**src/rtl/seq_alu_bcd_if.sv**
```systemverilog
// Bus bundle for seq_alu_bcd: operation request, captured operands and the
// registered result/status returned by the unit.
interface seq_alu_bcd_if #(
    parameter int WIDTH  = 4,
    parameter int DIGITS = 3
);
    logic                  start;
    logic [WIDTH-1:0]      A;
    logic [WIDTH-1:0]      B;
    logic                  CarryIN;
    logic [2:0]            opCodeA;
    logic                  busy;
    logic                  done;
    logic [2*WIDTH-1:0]    result;
    logic [4*DIGITS-1:0]   bcd;
    logic                  CarryOUT;
    logic                  overflow;
    logic                  err;

    // Requester side: issues operations and observes results.
    modport master (
        output start, A, B, CarryIN, opCodeA,
        input  busy, done, result, bcd, CarryOUT, overflow, err
    );

    // ALU side: accepts operations and presents results.
    modport slave (
        input  start, A, B, CarryIN, opCodeA,
        output busy, done, result, bcd, CarryOUT, overflow, err
    );
endinterface

```
**src/rtl/seq_alu_bcd.sv**
```systemverilog
// Multi-cycle ALU with a sequential shift-add multiplier and a sequential
// double-dabble binary-to-BCD converter. Flow: IDLE -> EXEC -> CONV -> DONE.
module seq_alu_bcd #(
    parameter int WIDTH  = 4,
    parameter int DIGITS = 3
) (
    input  logic        clk,
    input  logic        rst,
    seq_alu_bcd_if.slave bus
);
    localparam int RW = 2 * WIDTH;
    localparam int BW = 4 * DIGITS;
    localparam int CW = $clog2(RW) + 1;
    localparam logic [CW-1:0] MULT_LAST = CW'(WIDTH - 1);
    localparam logic [CW-1:0] CONV_LAST = CW'(RW - 1);

    localparam logic [2:0] OP_ADD  = 3'd0;
    localparam logic [2:0] OP_SUB  = 3'd1;
    localparam logic [2:0] OP_MULT = 3'd2;
    localparam logic [2:0] OP_AND  = 3'd4;
    localparam logic [2:0] OP_OR   = 3'd5;
    localparam logic [2:0] OP_XOR  = 3'd6;

    typedef enum logic [1:0] {S_IDLE, S_EXEC, S_CONV, S_DONE} state_t;

    // One double-dabble step: correct every digit >= 5, then shift the
    // {bcd, binary} pair left by one bit.
    function automatic logic [BW+RW-1:0] dd_step(input logic [BW-1:0] bcd_in,
                                                 input logic [RW-1:0] bin_in);
        logic [BW-1:0] adj;
        adj = bcd_in;
        for (int i = 0; i < DIGITS; i++) begin
            if (adj[4*i +: 4] >= 4'd5)
                adj[4*i +: 4] = adj[4*i +: 4] + 4'd3;
        end
        return {adj, bin_in} << 1;
    endfunction

    // Control state
    state_t          state_q, state_d;
    logic [CW-1:0]   cnt_q, cnt_d;
    // Captured operation
    logic [WIDTH-1:0] a_q, a_d, b_q, b_d;
    logic             cin_q, cin_d;
    logic [2:0]       op_q, op_d;
    // Multiplier and converter datapath
    logic [RW-1:0]    mcand_q, mcand_d, prod_q, prod_d;
    logic [BW-1:0]    cbcd_q, cbcd_d;
    logic [RW-1:0]    cbin_q, cbin_d, hold_q, hold_d;
    logic             hcout_q, hcout_d, hovf_q, hovf_d, herr_q, herr_d;
    // Output registers
    logic [RW-1:0]    result_q, result_d;
    logic [BW-1:0]    bcd_q, bcd_d;
    logic             cout_q, cout_d, ovf_q, ovf_d, err_q, err_d;
    logic             busy_q, busy_d, done_q, done_d;

    // Single-cycle ALU results for every opcode except MULT.
    logic [WIDTH:0]   sum_w, diff_w;
    logic [RW-1:0]    alu_res;
    logic             alu_c, alu_v, alu_e;
    logic [RW-1:0]    prod_nxt;
    logic [BW+RW-1:0] dd_nxt;

    // Combinational ALU, next multiplier partial product and next dabble step.
    always_comb begin
        sum_w    = {1'b0, a_q} + {1'b0, b_q} + {{WIDTH{1'b0}}, cin_q};
        diff_w   = {1'b0, a_q} - {1'b0, b_q} - {{WIDTH{1'b0}}, cin_q};
        alu_res  = '0;
        alu_c    = 1'b0;
        alu_v    = 1'b0;
        alu_e    = 1'b0;
        case (op_q)
            OP_ADD: begin
                alu_res = RW'(sum_w);
                alu_c   = sum_w[WIDTH];
                alu_v   = (a_q[WIDTH-1] == b_q[WIDTH-1]) && (sum_w[WIDTH-1] != a_q[WIDTH-1]);
            end
            OP_SUB: begin
                alu_res = RW'(diff_w[WIDTH-1:0]);
                alu_c   = diff_w[WIDTH];
                alu_v   = (a_q[WIDTH-1] != b_q[WIDTH-1]) && (diff_w[WIDTH-1] != a_q[WIDTH-1]);
            end
            OP_AND:  alu_res = RW'(a_q & b_q);
            OP_OR:   alu_res = RW'(a_q | b_q);
            OP_XOR:  alu_res = RW'(a_q ^ b_q);
            OP_MULT: alu_res = '0;
            default: alu_e   = 1'b1;
        endcase
        prod_nxt = prod_q + (b_q[0] ? mcand_q : '0);
        dd_nxt   = dd_step(cbcd_q, cbin_q);
    end

    // Next-state and datapath-update logic for the four-state sequencer.
    always_comb begin
        state_d  = state_q;
        cnt_d    = cnt_q;
        a_d      = a_q;
        b_d      = b_q;
        cin_d    = cin_q;
        op_d     = op_q;
        mcand_d  = mcand_q;
        prod_d   = prod_q;
        cbcd_d   = cbcd_q;
        cbin_d   = cbin_q;
        hold_d   = hold_q;
        hcout_d  = hcout_q;
        hovf_d   = hovf_q;
        herr_d   = herr_q;
        result_d = result_q;
        bcd_d    = bcd_q;
        cout_d   = cout_q;
        ovf_d    = ovf_q;
        err_d    = err_q;
        case (state_q)
            S_IDLE: begin
                if (bus.start) begin
                    a_d     = bus.A;
                    b_d     = bus.B;
                    cin_d   = bus.CarryIN;
                    op_d    = bus.opCodeA;
                    mcand_d = RW'(bus.A);
                    prod_d  = '0;
                    cnt_d   = '0;
                    state_d = S_EXEC;
                end
            end
            S_EXEC: begin
                if (op_q == OP_MULT) begin
                    prod_d  = prod_nxt;
                    mcand_d = mcand_q << 1;
                    b_d     = b_q >> 1;
                    cnt_d   = cnt_q + 1'b1;
                    if (cnt_q == MULT_LAST) begin
                        cbin_d  = prod_nxt;
                        cbcd_d  = '0;
                        hold_d  = prod_nxt;
                        hcout_d = 1'b0;
                        hovf_d  = |prod_nxt[RW-1:WIDTH];
                        herr_d  = 1'b0;
                        cnt_d   = '0;
                        state_d = S_CONV;
                    end
                end else begin
                    cbin_d  = alu_res;
                    cbcd_d  = '0;
                    hold_d  = alu_res;
                    hcout_d = alu_c;
                    hovf_d  = alu_v;
                    herr_d  = alu_e;
                    cnt_d   = '0;
                    state_d = S_CONV;
                end
            end
            S_CONV: begin
                cbcd_d = dd_nxt[BW+RW-1:RW];
                cbin_d = dd_nxt[RW-1:0];
                cnt_d  = cnt_q + 1'b1;
                if (cnt_q == CONV_LAST) begin
                    result_d = hold_q;
                    bcd_d    = dd_nxt[BW+RW-1:RW];
                    cout_d   = hcout_q;
                    ovf_d    = hovf_q;
                    err_d    = herr_q;
                    cnt_d    = '0;
                    state_d  = S_DONE;
                end
            end
            default: state_d = S_IDLE;
        endcase
        busy_d = (state_d != S_IDLE);
        done_d = (state_d == S_DONE);
    end

    // Control, status and output registers: cleared immediately by reset.
    always_ff @(posedge clk or posedge rst) begin
        if (rst) begin
            state_q  <= S_IDLE;
            cnt_q    <= '0;
            result_q <= '0;
            bcd_q    <= '0;
            cout_q   <= 1'b0;
            ovf_q    <= 1'b0;
            err_q    <= 1'b0;
            busy_q   <= 1'b0;
            done_q   <= 1'b0;
        end else begin
            state_q  <= state_d;
            cnt_q    <= cnt_d;
            result_q <= result_d;
            bcd_q    <= bcd_d;
            cout_q   <= cout_d;
            ovf_q    <= ovf_d;
            err_q    <= err_d;
            busy_q   <= busy_d;
            done_q   <= done_d;
        end
    end

    // Working datapath registers: always reloaded before use, so no reset.
    always_ff @(posedge clk) begin
        a_q     <= a_d;
        b_q     <= b_d;
        cin_q   <= cin_d;
        op_q    <= op_d;
        mcand_q <= mcand_d;
        prod_q  <= prod_d;
        cbcd_q  <= cbcd_d;
        cbin_q  <= cbin_d;
        hold_q  <= hold_d;
        hcout_q <= hcout_d;
        hovf_q  <= hovf_d;
        herr_q  <= herr_d;
    end

    assign bus.busy     = busy_q;
    assign bus.done     = done_q;
    assign bus.result   = result_q;
    assign bus.bcd      = bcd_q;
    assign bus.CarryOUT = cout_q;
    assign bus.overflow = ovf_q;
    assign bus.err      = err_q;
endmodule

```
**src/flat_wrapper.sv**
```systemverilog
// flat-port wrapper written by rule: the top's interface ports become plain ports
module seq_alu_bcd_flat 
#(
    parameter int WIDTH  = 4,
    parameter int DIGITS = 3
)
  (clk, rst, bus_start, bus_A, bus_B, bus_CarryIN, bus_opCodeA, bus_busy, bus_done, bus_result, bus_bcd, bus_CarryOUT, bus_overflow, bus_err);
  seq_alu_bcd_if #(.WIDTH(WIDTH), .DIGITS(DIGITS)) bus_i ();
  input  logic clk;
  input  logic rst;
  input wire logic [$bits(bus_i.start)-1:0] bus_start;
  input wire logic [$bits(bus_i.A)-1:0] bus_A;
  input wire logic [$bits(bus_i.B)-1:0] bus_B;
  input wire logic [$bits(bus_i.CarryIN)-1:0] bus_CarryIN;
  input wire logic [$bits(bus_i.opCodeA)-1:0] bus_opCodeA;
  output wire logic [$bits(bus_i.busy)-1:0] bus_busy;
  output wire logic [$bits(bus_i.done)-1:0] bus_done;
  output wire logic [$bits(bus_i.result)-1:0] bus_result;
  output wire logic [$bits(bus_i.bcd)-1:0] bus_bcd;
  output wire logic [$bits(bus_i.CarryOUT)-1:0] bus_CarryOUT;
  output wire logic [$bits(bus_i.overflow)-1:0] bus_overflow;
  output wire logic [$bits(bus_i.err)-1:0] bus_err;
  assign bus_i.start = bus_start;
  assign bus_i.A = bus_A;
  assign bus_i.B = bus_B;
  assign bus_i.CarryIN = bus_CarryIN;
  assign bus_i.opCodeA = bus_opCodeA;
  assign bus_busy = bus_i.busy;
  assign bus_done = bus_i.done;
  assign bus_result = bus_i.result;
  assign bus_bcd = bus_i.bcd;
  assign bus_CarryOUT = bus_i.CarryOUT;
  assign bus_overflow = bus_i.overflow;
  assign bus_err = bus_i.err;
  seq_alu_bcd #(.WIDTH(WIDTH), .DIGITS(DIGITS)) u_core (.clk(clk), .rst(rst), .bus(bus_i));
endmodule
```
**config.mk**
```make
export PLATFORM = sky130hd
export DESIGN_NAME = seq_alu_bcd_flat
export DESIGN_NICKNAME = d
export VERILOG_FILES = /design/src/rtl/seq_alu_bcd_if.sv /design/src/rtl/seq_alu_bcd.sv /design/src/flat_wrapper.sv
export SDC_FILE = /design/constraint.sdc
export NUM_CORES = 1
export LEC_CHECK = 0
export CORE_ASPECT_RATIO = 0.9
export CORE_MARGIN = 1.5
export CORE_UTILIZATION = 45
export CTS_BUF_LIST = sky130_fd_sc_hd__clkbuf_8 sky130_fd_sc_hd__clkbuf_16
export DETAILED_ROUTE_END_ITERATION = 12
export PLACE_DENSITY = 0.62
export SYNTH_ARGS = -nofsm -noshare
export SYNTH_HDL_FRONTEND = slang
export SYNTH_SLANG_ARGS = --single-unit
```
**constraint.sdc**
```tcl
create_clock -name clk -period 4.1 [get_ports clk]
set_clock_uncertainty 0.15 [all_clocks]
set_input_delay 0.82 -clock clk [delete_from_list [all_inputs] [get_ports clk]]
set_output_delay 0.82 -clock clk [all_outputs]
set_load 0.005 [all_outputs]
```
==> summary.txt, run 1 <==
Setup path
  • Worst r2r dst: u_core.cbin_q[4]
  • Req. time, crit path: 4.16 ns
  • Critical Path Sink Type: flop
  • Crit start category: flop
  • Worst Setup SP: u_core.b_q[0]
  • CP Max Fanout: 11
  • CP arrival: 3.01 ns
  • Reg2reg start: u_core.b_q[0]
  • CP Class: flop to flop
  • Reg2Reg Depth: 10
  • R2R Setup Slk: 1.16 ns

Power and ir drop
  • Comb power frac: 35.7%
  • Clk pwr share: 22.8%
  • Switching pwr: 1.25 mW
  • Tot Pwr: 3.56 mW
  • Power Dens Cells: 644 nW/um^2
  • Cell leakage power: 2.28 nW
  • VDD IR max: 363 uV
  • Switching portion of total power: 35.2%
  • Seq pwr share: 41.6%
  • P_int: 2.31 mW

Clocking
  • H-Tree Depth: 3
  • Post-CTS Resized: 0
  • CTS root buffer: clkbuf_16
  • Post-cts hold buffer count: 0
  • Inserted Clock Buffers: 9
  • Clock Path Buffers: 2
  • Clock transition at path regs: 0.07 ns
  • Worst skew pair latency: 0.34 ns
  • CTS tree: yes
  • Clock sinks: 90
  • Postcts setup bufs: 0

Yosys
  • Sequential fraction of the synthesis area: 54.3%
  • Ys flop type: edfxtp_1
  • Ys async rst share: 34.4%
  • Area leader, netlist: edfxtp_1
  • Syn nets: 452
  • Number of flops mapped to enable cells by yosys: 59
  • #FFs+latches synth: 90
  • Area share of the largest cell type after synthesis: 37.7%
  • Syn_area_per_cell: 11.7 um^2
  • Synth Cell Area: 4690 um^2
  • Count of cell types in the netlist: 50
  • Ranking of synthesized cells by area: edfxtp_1 (38%), dfrtp_1 (17%), ha_1 (8.5%), mux2_2 (5.8%), nor2_1 (2.8%)
  • Synthesized instance count: 400
  • Synthesis Warnings: 0

Detailed routing
  • DRC: 0
  • Detail Route Antenna Nets: 0
  • Post-Route WL: 8.32 mm
  • Average wire per standard cell: 14.4 um
  • Via/cell ratio: 5.13
  • Pre-antenna DRT Iters: 4
  • DR iter-0 viols: 117
  • Vias: 2,959

Timing
  • Max Freq: 0.340 GHz
  • Setup total negative slack: 0 ns
  • Final worst path period need: 2.94 ns
  • Final period util: 71.8%
  • Max-slew violations: 0
  • Setup violations, final: 0
  • Hold Vio Cnt, Final: 0
  • Slew HR: 31.1%
  • Worst-Margin Slew: 1.03 ns
  • RSZ-0062 raised after global routing: false

Floorplanning
  • Top-level port count: 40
  • Core area: 10,200 um^2
  • Die Area: 11,100 um^2
  • Die height: 99.9 um
  • Std-Cell Rows: 35
  • Starting density of the core: 46.0%
  • Chip Width: 111 um

Cells and area
  • Antenna cells: 0
  • Layout area overhead: 17.7%
  • Commonest non-fill, non-tap cells in the layout: edfxtp_1 (59), clkdlybuf4s50_1 (39), nor2_1 (35)
  • Share of cells above drive strength 1: 11.2%
  • Final nets: 495
  • # fillers: 891
  • Most common cell after layout, fill and taps aside: edfxtp_1

Global routing
  • Initial antenna violation count: 0
  • GR Layer Usage met1: 22.7%
  • Overflow after GRT: 0
  • GRT busiest layer: met2
  • Grt met2 use: 25.2%
  • First-pass GRT wire length: 14.1 mm
  • Met3 Resource Use GR: 3.99%
  • Largest net degree at the start of global routing: 25
  • GRT Overall Usage: 16.2%
  • Vias in the first global route: 2,898

Placed design
  • Buffers on Ports: 39
  • Gpl congestion: 0.822
  • Dpl hpwl: 6.12 mm

Run
  • Maxcap violations: 0

Hold path
  • Hold Path Class: flop to flop
  • Hold Path End: u_core.bus.err
  • Hold Startpoint: u_core.herr_q
  • Hold Crit Depth: 1

Run status
  • Status: finished clean
critical path, cell delays in order (launching register included):
cell      delay (ns)
edfxtp_1        0.55
and2_1          0.18
ha_1            0.16
inv_1           0.06
fa_1            0.39
nand2b_1        0.16
a21oi_1         0.20
xor2_1          0.29
nor2_1          0.08
nor4_1          0.37
mux2_2          0.23
per-layer routing:
| layer | wire, um | share of wire, % | vias to the layer above |
|---|---|---|---|
| li1 | - | - | 1486 |
| met1 | 4140 | 50 | 1418 |
| met2 | 3750 | 45 | 49 |
| met3 | 346 | 4.2 | 6 |
| met4 | 78 | 0.94 | 0 |
| met5 | 0 | 0 | - |
cell type report:
cell class                 instances  area (um^2)  share of cell area (%)
multi-input combinational        269         1980                    35.9
sequential                        90         2550                    46.1
tap                              129          161                    2.92
inverter                          30          113                    2.04
clock buffer                      10          250                    4.53
timing repair buffer              43          420                    7.61
clock inverter                     6         48.8                   0.883
how the worst max path moves through the flow:
stage / to / cells past startpoint
2_1_floorplan: u_core.cbin_q[3] / 9
3_3_place_gp: u_core.mcand_q[2] / 3
3_5_place_dp: u_core.mcand_q[0] / 3
4_1_cts: u_core.cbin_q[4] / 10
5_1_grt: u_core.cbin_q[4] / 10
6_report: u_core.cbin_q[4] / 10
kinds of logic after synthesis:
group / after synthesis / synth area share, %
compound gates: 71 / 9.36
flops: 90 / 54.3
simple gates: 119 / 13.1
fa+ha+maj: 37 / 10.7
mux: 26 / 6.18
xor+xnor: 16 / 2.98
buf+inv: 41 / 3.49
stage by stage:
| stage | util [%] | instance area (um^2) | std cells | setup slack, ns | hold slack, ns |
|---|---|---|---|---|---|
| after global routing | 54.1 | 5520 | 577 | 0.852 | 0.352 |
| after detailed placement | 51.2 | 5230 | 561 | 0.970 | 0.315 |
| after floorplan | - | 4690 | 400 | 1.45 | 0.305 |
| after CTS | 54.1 | 5520 | 577 | 1.15 | 0.330 |
| after global placement | 51.2 | 5230 | 561 | 1.01 | 0.310 |
| final | 54.1 | 5520 | 577 | 1.16 | 0.327 |
cells in the mapped netlist (3+ instances only):
master / instances
a21o_1: 4
a21oi_1: 22
a31oi_1: 3
and2_1: 19
buf_1: 3
clkbuf_1: 5
dfrtp_1: 31
edfxtp_1: 59
fa_1: 5
ha_1: 32
inv_1: 29
mux2_2: 24
nand2_1: 26
nand2b_1: 10
nand3_1: 3
nor2_1: 35
nor2b_1: 8
nor3b_1: 5
o21ai_0: 21
o22ai_1: 3
xnor2_1: 11
xor2_1: 5
power groups by stage:
| stage | logic, mW | registers, mW | clock network, mW |
|---|---|---|---|
| detailed placement | 1.28 | 1.50 | 0 |
| finish | 1.27 | 1.48 | 0.811 |
| CTS | 1.28 | 1.48 | 0.835 |
| global placement | 1.25 | 1.49 | 0 |
| floorplan | 1.00 | 1.43 | 0 |
| global route | 1.45 | 1.51 | 0.871 |
registers in the layout, summed over array words and instances, names as in the netlist:
signal and cells:
u_core.b_q 4, u_core.op_q 3, u_core.bus.busy 1, u_core.bus.overflow 1, u_core.a_q 4, u_core.prod_q 8
u_core.cnt_q 4, u_core.bus.CarryOUT 1, u_core.state_q 2, u_core.hold_q 8, u_core.mcand_q 8, u_core.bus.bcd 12
u_core.herr_q 1, u_core.bus.err 1, u_core.bus.result 8, u_core.cin_q 1, u_core.hovf_q 1, u_core.cbcd_q 12
u_core.hcout_q 1, u_core.cbin_q 8, u_core.bus.done 1
(Power assumes the default switching activity.)
==> inputs of run 2 (changes only) <==
--- a/config.mk
+++ b/config.mk
@@ -10,7 +10,7 @@
 export CORE_UTILIZATION = 45
 export CTS_BUF_LIST = sky130_fd_sc_hd__clkbuf_8 sky130_fd_sc_hd__clkbuf_16
 export DETAILED_ROUTE_END_ITERATION = 12
-export PLACE_DENSITY = 0.62
+export PLACE_DENSITY = 0.64
 export SYNTH_ARGS = -nofsm -noshare
 export SYNTH_HDL_FRONTEND = slang
 export SYNTH_SLANG_ARGS = --single-unit
==> constraint.sdc (replaced) <==
create_clock -name clk -period 2.5 [get_ports clk]
set_clock_uncertainty 0.15 [all_clocks]
set_input_delay 0.5 -clock clk [delete_from_list [all_inputs] [get_ports clk]]
set_output_delay 0.5 -clock clk [all_outputs]
set_load 0.005 [all_outputs]
==> run 2 against run 1 <==
- the flow now finishes with violations (negative setup slack)
- global-route usage up 1.0 points
- sequential power rose by 62%
- combinational power rose by 120%
- count of clock-buffer cells in the layout fell by 1
- critical path depth is 2 lower
- sequential cell count stayed put
- critical endpoint is now u_core.cbin_q[3]
- largest cell class unchanged
- largest power group is now combinational cells
==> summary.txt, run 2 (synthesis gave the netlist of run 1 again) <==
Run status
  • Status: complete, but fails checks
  • Failing checks: negative setup slack

Floorplanning
  • Chip Width: 111 um (unchanged)
  • Top-level port count: 40 (unchanged)
  • Starting density of the core: 46.0% (unchanged)
  • Core area: 10,200 um^2 (unchanged)
  • Std-Cell Rows: 35 (unchanged)
  • Die height: 99.9 um (unchanged)
  • Die Area: 11,100 um^2 (unchanged)

Clocking
  • Worst skew pair latency: 0.35 ns (about the same)
  • Clock Path Buffers: 2 (unchanged)
  • Clock transition at path regs: 0.06 ns (about the same)
  • CTS tree: yes
  • CTS root buffer: clkbuf_16
  • Inserted Clock Buffers: 9 (unchanged)
  • Post-cts hold buffer count: 0 (unchanged)
  • H-Tree Depth: 3 (unchanged)
  • Clock sinks: 90 (unchanged)

Global routing
  • GR Layer Usage met1: 23.2% (+0.50 points)
  • Grt met2 use: 27.6% (+2.4 points)
  • First-pass GRT wire length: 14.9 mm (+5.2%)
  • GRT busiest layer: met2
  • Largest net degree at the start of global routing: 35 (+40%)
  • GRT Overall Usage: 17.3% (+1.0 points)
  • Vias in the first global route: 3,002 (+3.6%)
  • Initial antenna violation count: 0 (unchanged)
  • Overflow after GRT: 0 (unchanged)
  • Met3 Resource Use GR: 4.47% (+0.48 points)

Placed design
  • Placement Cell Area: 5440 um^2 (+4.1%)
  • Gpl congestion: 0.840 (+2.2%)
  • Dpl hpwl: 6.37 mm (+4.1%)
  • Buffers on Ports: 39 (unchanged)
  • Placed insts: 586 (+4.5%)

Power and ir drop
  • Seq pwr share: 37.2% (-4.4 points)
  • Comb power frac: 43.3% (+7.6 points)
  • Power Dens Cells: 1080 nW/um^2 (+67%)
  • Switching portion of total power: 35.4% (+0.25 points)
  • Switching pwr: 2.28 mW (+82%)
  • VDD IR max: 619 uV (+71%)
  • Clk pwr share: 19.5% (-3.3 points)
  • P_int: 4.15 mW (+80%)
  • Cell leakage power: 2.46 nW (+8.0%)

Cells and area
  • Multi-input gate area: 2200 um^2 (+11%)
  • Share of cells above drive strength 1: 23.8% (+13 points)
  • Commonest non-fill, non-tap cells in the layout: edfxtp_1 (59), clkdlybuf4s50_1 (39), nor2_1 (35)
  • Post-route insts no fill: 608 (+5.4%)
  • Final nets: 526 (+6.3%)
  • Layout area overhead: 27.1%
  • # fillers: 822 (-7.7%)
  • Antenna cells: 0 (unchanged)
  • Most common cell after layout, fill and taps aside: edfxtp_1
  • Seq. cell area: 2550 um^2 (unchanged)
  • Post-route cell area: 5970 um^2 (+8.0%)

Setup path
  • Reg2reg start: u_core.b_q[0]
  • Critical Path Sink Type: flop
  • CP max stage delay: 0.46 ns (-0.09 ns)
  • Crit start category: flop
  • Worst Setup SP: u_core.b_q[0]
  • CP Max Fanout: 4 (-7)
  • CP arrival: 2.48 ns (-0.53 ns)
  • Slowest CP cell: edfxtp_1
  • CP Class: flop to flop
  • Reg2Reg Depth: 8 (-2)
  • Worst r2r dst: u_core.cbin_q[3]
  • Critical-path cell list: buf_6, fa_2, a21o_1, a21oi_1, xnor2_1, a221oi_2, o21ai_1, mux2_2
  • R2R Setup Slk: -0.03 ns (-1.19 ns)
  • Worst setup endpoint: u_core.cbin_q[3]
  • Req. time, crit path: 2.45 ns (-1.71 ns)

Timing
  • Hold Vio Cnt, Final: 0 (unchanged)
  • RSZ-0062 raised after global routing: true
  • Final period util: 101% (+30 points)
  • Final worst path period need: 2.53 ns (-0.408 ns)
  • Setup violations, final: 3 (+3)
  • Slew HR: 37.9% (+6.8 points)
  • Setup total negative slack: -0.0755 ns (-0.0755 ns)
  • Final WS setup: -0.0348 ns (-1.19 ns)
  • Worst-Margin Slew: 0.928 ns (-0.103 ns)
  • Max-slew violations: 0 (unchanged)
  • Max Freq: 0.395 GHz (+16%)

Detailed routing
  • Via/cell ratio: 5.09 (-0.74%)
  • Detail Route Antenna Nets: 0 (unchanged)
  • Vias: 3,095 (+4.6%)
  • DRC: 0 (unchanged)
  • Pre-antenna DRT Iters: 4 (unchanged)
  • Average wire per standard cell: 15.0 um (+4.4%)
  • DR iter-0 viols: 159 (+36%)
  • Post-Route WL: 9.15 mm (+10%)

Hold path
  • Hold Startpoint: u_core.bus.bcd[5]
  • Hold Path Class: flop to flop

Run
  • Maxcap violations: 0 (unchanged)
[run 2: area by class of cell]
type | count | share of cell area, %
clock buffers | 9 | 3.77
clock inverters | 7 | 0.776
inverters | 30 | 1.89
multi-input cells | 269 | 36.9
flip-flops and latches | 90 | 42.7
well taps | 129 | 2.70
repair buffers | 74 | 11.2
[run 2: per-stage QoR]
step / hold slack [ns] / power (mW) / util (%) / worst slack [ns]
3_5_place_dp: 0.317 / 4.85 / 53.3 / -0.140
4_1_cts: 0.336 / 6.28 / 57.2 / -0.0304
2_1_floorplan: 0.305 / 4.00 / - / -0.109
6_report: 0.329 / 6.43 / 58.5 / -0.0348
3_3_place_gp: 0.309 / 4.79 / 53.3 / -0.0511
5_1_grt: 0.346 / 6.87 / 58.5 / -0.105
[run 2: worst max-delay path: cells and delay by family (launching register included)]
| family | cells | cell delay (ns) |
|---|---|---|
| multiplexers | 1 | 0.26 |
| XOR/XNOR | 1 | 0.11 |
| AO/OA/AOI/OAI | 4 | 0.76 |
| flip-flops | 1 | 0.46 |
| buffers and inverters | 1 | 0.17 |
| adder cells (fa/ha/maj) | 1 | 0.38 |
[run 2: timing repair]
action / in CTS / in global routing
pin swaps: 15 / 13
endpoints found under the setup margin: 10 / 13
gates resized for setup: 17 / 22
setup buffers: 5 / 2
[run 2: per-layer routing]
metal,vias to the layer above,part of all wire [%]
met5,-,0
li1,1545,-
met3,12,3.8
met2,50,46
met1,1488,49
met4,0,1.8
[run 2: power groups by stage]
stage	clock network [mW]	registers [mW]	logic [mW]
2_1_floorplan	0	2.35	1.65
3_3_place_gp	0	2.39	2.39
3_5_place_dp	0	2.41	2.44
4_1_cts	1.30	2.39	2.59
5_1_grt	1.35	2.44	3.07
6_report	1.25	2.40	2.79
[run 2: worst min path at each step]
stage / cells after the start / slack [ns] / to
6_report: 2 / 0.33 / u_core.bus.bcd[5]
5_1_grt: 1 / 0.35 / u_core.bus.result[6]
4_1_cts: 2 / 0.34 / u_core.bus.bcd[5]
3_5_place_dp: 1 / 0.32 / u_core.bus.result[4]
3_3_place_gp: 1 / 0.31 / u_core.bus.CarryOUT
2_1_floorplan: 1 / 0.31 / u_core.bus.result[1]
